## config.mk

```make
export PLATFORM = sky130hd
export DESIGN_NAME = self_reloading_down_counter
export DESIGN_NICKNAME = d
export VERILOG_FILES = /design/src/rtl/self_reloading_down_counter.sv
export SDC_FILE = /design/constraint.sdc
export NUM_CORES = 1
export LEC_CHECK = 0
export CAP_MARGIN = 5
export CORE_MARGIN = 3
export CORE_UTILIZATION = 46
export DETAILED_ROUTE_END_ITERATION = 16
export PLACE_DENSITY = 0.82
export SYNTH_ARGS = -nofsm -noshare
export SYNTH_HDL_FRONTEND = slang
export SYNTH_SLANG_ARGS = --single-unit
```

## constraint.sdc

```tcl
create_clock -name clk -period 1.95 [get_ports clk]
set_input_delay 0.2925 -clock clk [delete_from_list [all_inputs] [get_ports clk]]
set_output_delay 0.2925 -clock clk [all_outputs]
set_load 0.01 [all_outputs]
```

## src/rtl/self_reloading_down_counter.sv

```systemverilog
// Programmable down-counter/timer with load, periodic reload or one-shot stop.
// Optional prescaler enabled by defining SRDC_PRESCALE_EN.
module self_reloading_down_counter #(
   parameter int unsigned WIDTH    = 4,
   parameter int unsigned PRESCALE = 4
) (
   input  logic             clk,
   input  logic             reset,
   input  logic             load_i,
   input  logic [WIDTH-1:0] load_val_i,
   input  logic             en_i,
   input  logic             oneshot_i,
   output logic [WIDTH-1:0] count_o,
   output logic             wrap_o,
   output logic             done_o,
   output logic             running_o
);

   typedef enum logic [1:0] {
      IDLE = 2'd0,
      RUN  = 2'd1,
      DONE = 2'd2
   } state_e;

   state_e           state_q, state_d;
   logic [WIDTH-1:0] count_q, count_d;
   logic [WIDTH-1:0] reload_q, reload_d;
   logic             wrap_q, wrap_d;
   logic             done_q, done_d;
   logic             running_q, running_d;
   logic             step_c;

   if ((PRESCALE < 2) || (PRESCALE > 256)) begin : g_bad_prescale
      $error("PRESCALE must be in 2..256");
   end

`ifdef SRDC_PRESCALE_EN
   localparam int unsigned PSW = $clog2(PRESCALE);

   logic [PSW-1:0] ps_q, ps_d;

   // A count step happens only on the enabled cycle that completes a prescale period.
   assign step_c = en_i && (ps_q == PSW'(PRESCALE - 1));

   always_comb begin
      ps_d = ps_q;
      if (load_i) begin
         ps_d = '0;
      end else if ((state_q == RUN) && en_i) begin
         ps_d = step_c ? '0 : ps_q + PSW'(1);
      end
   end

   always_ff @(posedge clk or negedge reset) begin
      if (!reset) begin
         ps_q <= '0;
      end else begin
         ps_q <= ps_d;
      end
   end
`else
   assign step_c = en_i;
`endif

   // Next-state: load beats zero handling beats decrement beats hold.
   always_comb begin
      state_d  = state_q;
      count_d  = count_q;
      reload_d = reload_q;
      wrap_d   = 1'b0;
      if (load_i) begin
         count_d  = load_val_i;
         reload_d = load_val_i;
         state_d  = RUN;
      end else if ((state_q == RUN) && step_c) begin
         if (count_q == '0) begin
            if (oneshot_i) begin
               state_d = DONE;
            end else begin
               count_d = reload_q;
               wrap_d  = 1'b1;
            end
         end else begin
            count_d = count_q - WIDTH'(1);
         end
      end
      done_d    = (state_d == DONE);
      running_d = (state_d == RUN);
   end

   always_ff @(posedge clk or negedge reset) begin
      if (!reset) begin
         state_q   <= IDLE;
         count_q   <= '0;
         reload_q  <= '0;
         wrap_q    <= 1'b0;
         done_q    <= 1'b0;
         running_q <= 1'b0;
      end else begin
         state_q   <= state_d;
         count_q   <= count_d;
         reload_q  <= reload_d;
         wrap_q    <= wrap_d;
         done_q    <= done_d;
         running_q <= running_d;
      end
   end

   assign count_o   = count_q;
   assign wrap_o    = wrap_q;
   assign done_o    = done_q;
   assign running_o = running_q;

endmodule

```

**Yosys cells after proc, flatten, opt, wreduce, memory -nomap -nowiden**

Index checks and enable logic that the tools add are counted.

- Register bits: 13
- Bits of input ports: 9
- Output and inout bits: 7
- Word-level logic and storage cells: 27

- Add/sub/neg operators: 1
- Eq/ne operators: 4
- Muxes and demuxes: 12
- Reduce and logical (&&, ||, !) cells: 4

Operator list:

| cell | number |
|---|---|
| 4-bit two-way mux | 4 |
| 2-bit two-way mux | 4 |
| 2-bit by 1-bit == test with 1-bit output, second input constant | 2 |
| 4-bit zero test | 1 |
| 1-bit two-way mux | 4 |
| 4-bit by 1-bit subtractor with 4-bit output, second input constant | 1 |
| 3-bit != test, second input constant | 1 |
| 2-bit == test, second input constant | 1 |
| 2-bit AND reduction | 1 |
| 2-bit nonzero test | 1 |
| 1-bit logical AND | 1 |

**Depth between registers and ports, before layout**

Gate-level depths: netlist (run 1).

- Word-level depth: 5
- Mapped depth: 6
- Gate-level depth less buffers: 5

**Worst setup path before layout (run 1)**

No wires, ideal clock.

- Path kind: register to register
- Start: register count_q[0], in the netlist count_o[0]
- End: register count_q[3], in the netlist count_o[3]
- Setup time: 80 ps
- Data arrival time: 1,649 ps
- Data required time: 1,870 ps
- Slack: 221 ps
- Cell stages (with the launch flop): 7
- Buffers on the path: 1
- Period minus slack after synthesis: 1,729 ps
- Cells stage by stage: dfrtp_1 > inv_1 > ha_1 > nor4bb_1 > buf_6 > or4_1 > o211ai_2

- Word-level cells in the longest chain between the ends: 4
- Elaborated cells on any way between the ends: 7
- Those cells by class: 1 x add/sub; 1 x eq/ne; 3 x mux; 2 x reduce/logical

Ends and longest elaborated chain:

| item | line | text |
|---|---|---|
| from (decl) | 26 | `logic [WIDTH-1:0] count_q, count_d;` |
| from (signal assigned) | 101 | `count_q <= count_d;` |
| 4-bit by 1-bit subtractor with 4-bit output or 4-bit zero test (tied branches) | 84, 76 |  |
| 4-bit two-way mux | 76 | `if (count_q == '0) begin` |
| 4-bit two-way mux | 75 | `end else if ((state_q == RUN) && step_c) begin` |
| 4-bit two-way mux | 71 | `if (load_i) begin` |

Parallel ways exist; a longest one is shown, timed or not. The select of a mux whose other input is x is not followed.
A chain may end at the register's enable or synchronous reset.

**Final worst setup path (run 1)**

Ends and elaborated chain as after synthesis.

==> results of run 1 <==
[routing by layer]
metal	vias to the layer above	share of wire, %	global-route usage (%)
met2	12	48	26.2
met5	-	0	0
met3	2	4.5	4.98
met4	0	0.58	5.42
li1	272	-	-
met1	262	47	21.0
[registers in the layout (all words and copies together), names as in the netlist]
name and cells:
wrap_o 1, done_o 1, count_o 4, state_q 2
running_o 1, reload_q 4
[final timing paths]
check / start / to / slack, ns / cells past startpoint
max: count_o[0] / count_o[3] / 0.16 / 6
min: reset / wrap_o / 0.39 / 1
max reg2reg: count_o[0] / count_o[3] / 0.16 / 6
min reg2reg: reload_q[1] / reload_q[1] / 0.52 / 2
max in group asynchronous: reset / count_o[0] / 1.19 / 1
min in group clk: reload_q[1] / reload_q[1] / 0.52 / 2
[logic make-up (layout without fill, tap and decap cells)]
family / Yosys count / after routing
flip-flops: 13 / 13
buffers and inverters: 10 / 29
AND/OR/NAND/NOR: 23 / 23
adder cells (fa/ha/maj): 1 / 1
AO/OA/AOI/OAI: 15 / 15
multiplexers: 3 / 3
[stage by stage]
step / instance area [um^2] / instances / hold slack (ns) / power, W
after global routing: 861 / 99 / 0.405 / 0.000693
after global placement: 835 / 95 / 0.500 / 0.000487
after CTS: 861 / 99 / 0.399 / 0.000661
after floorplan: 662 / 65 / -0.00309 / 0.000414
after detailed placement: 835 / 95 / 0.517 / 0.000492
final: 861 / 99 / 0.386 / 0.000650
[synthesized netlist by cell type (all sizes together), types with 2 or more instances]
master | number | area share, %
dfrtp | 13 | 49
inv | 7 | 4.0
nand2 | 5 | 2.8
o21ai | 5 | 3.8
o211ai | 3 | 4.2
clkbuf | 2 | 1.1
mux2 | 2 | 3.4
nand3 | 2 | 1.5
nand3b | 2 | 2.3
nor2 | 2 | 1.1
nor2b | 2 | 1.9
nor4 | 2 | 1.9
[cell type report]
cell class | count | area, um^2 | area share [%]
clock buffers | 4 | 26.3 | 3.05
inverters | 7 | 26.3 | 3.05
multi-input cells | 42 | 292 | 33.9
flip-flops and latches | 13 | 325 | 37.8
well taps | 15 | 18.8 | 2.18
repair buffers | 18 | 173 | 20.1
[critical path, cell delays in order, from the launching register on]
cell and delay [ns]:
dfrtp_1 0.40, inv_1 0.08, ha_1 0.25, nor4bb_1 0.16, buf_4 0.17, or4_1 0.51, o211ai_2 0.14
[power by group through the flow]
stage	clock, W	combinational (W)	sequential [W]
after global placement	0	0.000165	0.000322
after CTS	0.000173	0.000170	0.000318
after detailed placement	0	0.000169	0.000323
after floorplan	0	0.0000885	0.000325
final	0.000165	0.000168	0.000318
after global routing	0.000186	0.000184	0.000323
==> results by group, run 1 <==
Yosys
  – Mux cell area share after synthesis: roughly 4.9%
  – Synthesized area: between 600 and 700 um^2
  – Adder-Cell Fraction of Synth Area: between 1.5 and 2%
  – Yosys warnings: 0
  – Largest family of logic cells by synthesized area: simple AND/OR/NAND/NOR gates
  – Sequential-to-total area share from yosys stat: approximately 49%
  – Mapped Cells: 65
  – Post-synthesis xor/xnor area fraction: 0%
  – Top_reg_cell synth: dfrtp_1
  – Syn Nets: 75
  – Asr flop ratio synth: between 90% and 100%
  – Register bit total from synthesis: 13
  – Post-synthesis simple-gate area fraction: a little over a fifth
  – Post-synth EDFFs: 0
  – Syn_area_per_cell: 10.2 um^2
  – Cell variety after synth: 31
  – Compound-Gate Fraction of Synth Area: 16.3%

CTS
  – Total clock sinks: 13
  – Clk_lat worst skew: approximately 0.27 ns
  – Root Driver: clkbuf_4
  – Cts hold-fix bufs: 0
  – Htree depth: 1
  – CTS Buf Count: 3
  – Clock tree buffer depth: 2
  – Post-CTS resize count: 0
  – Post-CTS Setup Bufs: 0
  – Reg clk slew, reported paths: 0.08 ns
  – CTS tree: done

Global route
  – Vias in the first global route: approximately 540
  – Antenna violations before repair: 0
  – Total gr overflow: 0
  – Largest net degree at the start of global routing: 14
  – First-pass GRT wire length: 2.31 mm
  – Gr usage total: between 10% and 20%

Place
  – Worst Setup Slack post-DPL: 0.173 ns
  – Routability cong.: roughly 0.74
  – DPL Wire Length: between 1 and 1.5 mm
  – IO Port Bufs: 15

Power and ir drop
  – Comb power frac: between 20% and 30%
  – Clock Power Share: around 25%
  – Reg power frac: about half
  – Lkg Pwr: roughly 0.36 nW
  – Net switching power: approximately 0.00018 W
  – Max VDD drop: 424 uV
  – Internal power: approximately 0.00047 W
  – Sw frac: between 20 and 30%
  – PwrDens: 756 nW/um^2

Floorplan
  – I/O pin cnt: 16
  – Die area: approximately 1900 um^2
  – Core area: 1320 um^2
  – Die W: about 44 um
  – Row Count: 13
  – Vert. Die Dim: roughly 44 um
  – Initial Util: 50.2%

Timing
  – Setup repair after global routing missed its margin: false
  – Actual slew at the worst max-slew pin: around 0.58 ns
  – Worst clock skew: between 0.0003 and 0.0004 ns
  – Final setup viols: 0
  – Slew Viols, Final: 0
  – Final WS setup: about 0.16 ns
  – Min Tclk post-route: around 1.8 ns
  – Final worst path period share: between 90% and 100%
  – Highest clock rate: about 560 MHz
  – Final hold vios: 0
  – Setup TNS: 0 ns
  – Relative slew slack: 61.3%

Finish
  – Commonest non-fill, non-tap cell in the layout: clkdlybuf4s50_1
  – Number of fill cells: roughly 100
  – Final net count: 95
  – Share of layout cells above drive strength 1: around an eighth
  – Final core occ: 65.3%
  – Most frequent cells in the layout: clkdlybuf4s50_1, dfrtp_1, inv_1, nand2_1, o21ai_0
  – P&R area growth vs syn: 30.1%
  – ANT cells: 0

Worst setup path
  – CP max FO: 9
  – CP required: between 2 and 2.5 ns
  – Critical path class: reg2reg
  – Worst Setup Start Kind: register
  – Critical Path AT: 1.99 ns
  – CP Capture Type: register

Route
  – Total Routed Length: 1.37 mm
  – DR pass1 iterations: 4
  – Vias per cell: 5.54
  – Via Count: between 500 and 600
  – DRC Markers: 0
  – Drt wl/cell: 13.8 um
  – Initial DRC Count: 2
  – Antenna-violating nets left: 0

Run status
  – Outcome: finished clean

Worst hold path
  – Worst min-delay path class: in2async

Flow run
  – Max cap viols: 0
Power figures use the tool's default switching activity.
==> run 2, diff against run 1 <==
--- a/config.mk
+++ b/config.mk
@@ -7,9 +7,9 @@
 export LEC_CHECK = 0
 export CAP_MARGIN = 5
 export CORE_MARGIN = 3
-export CORE_UTILIZATION = 46
+export CORE_UTILIZATION = 50
 export DETAILED_ROUTE_END_ITERATION = 16
-export PLACE_DENSITY = 0.82
+export PLACE_DENSITY = 0.88
 export SYNTH_ARGS = -nofsm -noshare
 export SYNTH_HDL_FRONTEND = slang
 export SYNTH_SLANG_ARGS = --single-unit
==> constraint.sdc (replaced) <==
create_clock -name clk -period 2.1 [get_ports clk]
set_input_delay 0.315 -clock clk [delete_from_list [all_inputs] [get_ports clk]]
set_output_delay 0.315 -clock clk [all_outputs]
set_load 0.01 [all_outputs]
==> run 2 against run 1 <==
Worst hold slack improved by 0.022 ns. Die area fell by 6.9%. Final area up 0.73%. First-iteration DRC count increased to 4.0 times the previous value. Via count rose by 0.55%. Combinational power decreased by 7%. Fmax shrank 2.0%. Critical endpoint unchanged.
==> results by group, run 2 (synthesized netlist as in run 1, its figures left out) <==
Run status
  – Outcome: finished clean

Route
  – Total Routed Length: ~1.3 mm
  – Drt wl/cell: roughly 13 um
  – DR pass1 iterations: 4
  – Initial DRC Count: 8
  – Vias per cell: 5.57
  – DRC Markers: 0
  – Antenna-violating nets left: 0
  – Via Count: between 500 and 600

Power and ir drop
  – Tot Pwr: between 0.0006 and 0.0007 W
  – PwrDens: a little under 700 nW/um^2
  – Max VDD drop: about 470 uV
  – Lkg Pwr: 0.365 nW

Timing
  – Final WS setup: 0.271 ns
  – Setup TNS: 0 ns
  – Final hold vios: 0
  – Slew Viols, Final: 0
  – Min Tclk post-route: roughly 1.8 ns
  – Worst clock skew: 0.00103 ns
  – Actual slew at the worst max-slew pin: 0.579 ns
  – Final hold slack: between 0.4 and 0.5 ns
  – Final setup viols: 0
  – Highest clock rate: 547 MHz
  – Setup repair after global routing missed its margin: false
  – Final worst path period share: between 80% and 90%
  – Relative slew slack: about 61%

Finish
  – Number of fill cells: 91
  – Reg area: between 300 and 400 um^2
  – Multi-input logic area: between 200 and 300 um^2
  – Share of layout cells above drive strength 1: between 10% and 20%
  – Most frequent cells in the layout: clkdlybuf4s50_1, dfrtp_1, inv_1, nand2_1, o21ai_0
  – P&R area growth vs syn: 31.0%
  – ANT cells: 0
  – Final net count: 96
  – Commonest non-fill, non-tap cell in the layout: clkdlybuf4s50_1
  – Final core occ: approximately 74%

Worst setup path
  – Worst r2r src: count_o[0]
  – Critical Path AT: 2.03 ns
  – R2r endpoint: count_o[3]
  – FF-to-FF setup slack: about 0.27 ns
  – CP delay by family, top: simple AND/OR/NAND/NOR gates
  – Critical path class: reg2reg
  – Worst Setup Start Kind: register
  – Worst-path cell chain: inv_1 > ha_1 > nor4bb_1 > buf_4 > or4_1 > o211ai_2
  – Slowest stage delay, CP: 0.52 ns
  – Critical-path top delay cell: or4_1
  – Critical path launch point: count_o[0]
  – CP max FO: 9
  – CP required: about 2.3 ns
  – Worst Path Buf+Inv: 2
  – CP Capture Type: register
  – Length in cells of the worst reg-to-reg path: 6

Flow run
  – Max cap viols: 0

Floorplan
  – Die W: between 40 and 50 um
  – Initial Util: a little under three fifths
  – Row Count: 12
  – I/O pin cnt: 16
  – Core area: approximately 1200 um^2
  – Die area: ~1800 um^2
  – Vert. Die Dim: approximately 42 um

Global route
  – Antenna violations before repair: 0
  – Gr usage total: around 17%
  – Grt met2 use: between 20% and 30%
  – Busiest grt layer: met1
  – Largest net degree at the start of global routing: 14
  – Global Route met3 Usage: under 10%
  – Total gr overflow: 0
  – First-pass GRT wire length: about 2.3 mm
  – Routing usage on met1: 23.8%
  – Vias in the first global route: just under 500

Place
  – DPL Wire Length: 998 um
  – IO Port Bufs: 15
  – Worst Setup Slack post-DPL: roughly 0.29 ns
  – Routability cong.: around 0.87

CTS
  – Clk_lat worst skew: 0.27 ns
  – Clock tree buffer depth: 2
  – Htree depth: 1
  – Reg clk slew, reported paths: roughly 0.070 ns
  – Post-CTS Setup Bufs: 0
  – Root Driver: clkbuf_4
  – Total clock sinks: 13
  – CTS tree: done
  – Post-CTS resize count: 0
  – CTS Buf Count: 3
  – Cts hold-fix bufs: 0

Worst hold path
  – Worst min-delay path class: in2async
==> run 2: changes by cell type in the layout (fill, tap and decap cells not counted) <==
cell and delta:
buf_4 +1
==> run 2: worst max-delay path by stage <==
| stage | to | slack, ns | depth (start not counted) |
|---|---|---|---|
| finish | count_o[3] | 0.27 | 6 |
| global route | count_o[3] | 0.14 | 6 |
| CTS | count_o[3] | 0.26 | 6 |
| detailed placement | count_o[3] | 0.29 | 6 |
| global placement | count_o[3] | 0.33 | 6 |
| floorplan | count_o[3] | 0.37 | 6 |
==> run 2: layer usage <==
layer  wire length, um  share of wire, %
met1               597                46
met3                48               3.7
met2               598                46
met4                50               3.9
met5                 0                 0
==> run 2: power breakdown <==
group | leakage (nW) | switching [W] | internal [W] | total [W]
combinational | 0.193 | 0.0000674 | 0.0000882 | 0.000156
sequential | 0.156 | 0.0000233 | 0.000272 | 0.000296
clock | 0.0150 | 0.0000772 | 0.0000736 | 0.000151
==> run 2: layout make-up <==
class / count / area share, %
Clock buffer: 4 / 3.03
Tap cell: 14 / 2.02
Sequential cell: 13 / 37.5
Multi-Input combinational cell: 42 / 33.6
Timing Repair Buffer: 19 / 20.8
Inverter: 7 / 3.03
==> run 2: through the flow <==
step	instance area, um^2	std cells
6_report	867	99
5_1_grt	867	99
4_1_cts	867	99
3_5_place_dp	841	95
3_3_place_gp	841	95
2_1_floorplan	662	65
==> run 2: worst reg2reg max path, stage by stage (launching register included) <==
cell and delay (ns):
dfrtp_1 0.42, inv_1 0.08, ha_1 0.26, nor4bb_1 0.16
buf_4 0.17, or4_1 0.52, o211ai_2 0.15
==> run 3, diff against run 2 <==
--- a/config.mk
+++ b/config.mk
@@ -10,6 +10,7 @@
 export CORE_UTILIZATION = 50
 export DETAILED_ROUTE_END_ITERATION = 16
 export PLACE_DENSITY = 0.88
+export REMOVE_ABC_BUFFERS = 1
 export SYNTH_ARGS = -nofsm -noshare
 export SYNTH_HDL_FRONTEND = slang
 export SYNTH_SLANG_ARGS = --single-unit
==> run 3 against run 2 <==
Combinational power about the same. Sequential power about the same. Via count grew 2.4%. Critical endpoint unchanged. Largest power group unchanged. Worst hold slack improved by 0.0014 ns. Critical path type unchanged. Critical path depth unchanged.
==> results by group, run 3 (synthesized netlist as in run 1, its figures left out) <==
Floorplan
  – Row Count: 12
  – I/O pin cnt: 16
  – Die W: ~42 um
  – Initial Util: between 50 and 60%
  – Die area: 1800 um^2
  – Core area: 1170 um^2
  – Vert. Die Dim: around 42 um

Worst setup path
  – Slowest stage delay, CP: about 0.53 ns
  – CP max FO: 9
  – CP required: 2.30 ns
  – Worst Setup Start Kind: register
  – Critical-path top delay cell: or4_1
  – Worst Path Buf+Inv: 2
  – FF-to-FF setup slack: ~0.26 ns
  – CP delay by family, top: simple AND/OR/NAND/NOR gates
  – Critical Path AT: between 2 and 2.5 ns
  – Length in cells of the worst reg-to-reg path: 6
  – CP Capture Type: register
  – Crit path depth: 6
  – Critical path class: reg2reg
  – Worst-path cell chain: inv_1 > ha_1 > nor4bb_1 > buf_4 > or4_1 > o211ai_2

Route
  – Total Routed Length: 1.49 mm
  – Drt wl/cell: ~15 um
  – Via Count: about 560
  – Vias per cell: ~5.7
  – DR pass1 iterations: 4
  – Antenna-violating nets left: 0
  – DRC Markers: 0
  – Initial DRC Count: 11

Timing
  – Final setup viols: 0
  – Actual slew at the worst max-slew pin: around 0.58 ns
  – Final worst path period share: about 88%
  – Slew Viols, Final: 0
  – Final hold vios: 0
  – Worst clock skew: around 0.0008 ns
  – Relative slew slack: about three fifths
  – Highest clock rate: about 540 MHz
  – Setup repair after global routing missed its margin: false
  – Setup TNS: 0 ns
  – Min Tclk post-route: 1.84 ns

CTS
  – Post-CTS Setup Bufs: 0
  – CTS tree: done
  – Post-CTS resize count: 0
  – Reg clk slew, reported paths: approximately 0.080 ns
  – Clk_lat worst skew: 0.27 ns
  – CTS Buf Count: 3
  – Clock tree buffer depth: 2
  – Cts hold-fix bufs: 0
  – Total clock sinks: 13
  – Root Driver: clkbuf_4
  – Htree depth: 1

Place
  – Routability cong.: slightly below 0.8
  – Placed instance area: around 840 um^2
  – DPL Wire Length: 1.12 mm
  – IO Port Bufs: 15

Global route
  – Antenna violations before repair: 0
  – Vias in the first global route: approximately 550
  – First-pass GRT wire length: around 2.5 mm
  – Total gr overflow: 0
  – Largest net degree at the start of global routing: 14
  – Gr usage total: a little under a fifth

Power and ir drop
  – Lkg Pwr: roughly 0.36 nW
  – PwrDens: roughly 700 nW/um^2
  – Max VDD drop: 425 uV

Worst hold path
  – Worst min-delay path class: in2async

Finish
  – P&R area growth vs syn: 31.0%
  – ANT cells: 0
  – Commonest non-fill, non-tap cell in the layout: clkdlybuf4s50_1
  – Share of layout cells above drive strength 1: between 10 and 15%
  – Final net count: between 90 and 100
  – Most frequent cells in the layout: clkdlybuf4s50_1, dfrtp_1, inv_1, nand2_1, o21ai_0
  – Fin area: between 800 and 900 um^2

Flow run
  – Max cap viols: 0

Run status
  – Outcome: finished clean
## run 3: cell counts in the layout (fill, tap and decap cells not counted)
Identical to the previous run, type by type.
## run 3: report_power, final
| group | internal (W) | switching (W) |
|---|---|---|
| registers | 0.000272 | 0.0000245 |
| logic | 0.0000882 | 0.0000709 |
| clock network | 0.0000735 | 0.0000793 |
## run 3: cell type report
cell class                      instances  area [um^2]
Clock buffer                            4         26.3
Fill cell                             100          304
Inverter                                7         26.3
Multi-Input combinational cell         42          292
Sequential cell                        13          325
Tap cell                               14         17.5
Timing Repair Buffer                   19          180
## run 3: path summary, 6_finish.rpt
kind,startpoint,to
setup / recovery,count_o[0],count_o[3]
hold / removal,reset,reload_q[1]
setup reg to reg,count_o[0],count_o[3]
hold reg to reg,reload_q[2],reload_q[2]
max in group asynchronous,reset,count_o[0]
min in group clk,reload_q[2],reload_q[2]
## run 3: per-layer routing
metal	global-route usage, %	share of wire, %	vias up
li1	-	-	278
met1	22.4	45	266
met2	30.7	48	16
met3	3.43	5.8	4
met4	11.8	2.1	0
met5	0	0	-
## run 3: metrics by stage
step	util [%]	hold slack [ns]	setup WS, ns	std cells	total power [W]
2_1_floorplan	-	0.0194	0.105	62	0.000377
3_3_place_gp	71.8	0.504	0.331	95	0.000453
3_5_place_dp	71.8	0.506	0.266	95	0.000460
4_1_cts	74.0	0.418	0.261	99	0.000613
5_1_grt	74.0	0.437	0.116	99	0.000649
6_report	74.0	0.410	0.258	99	0.000609
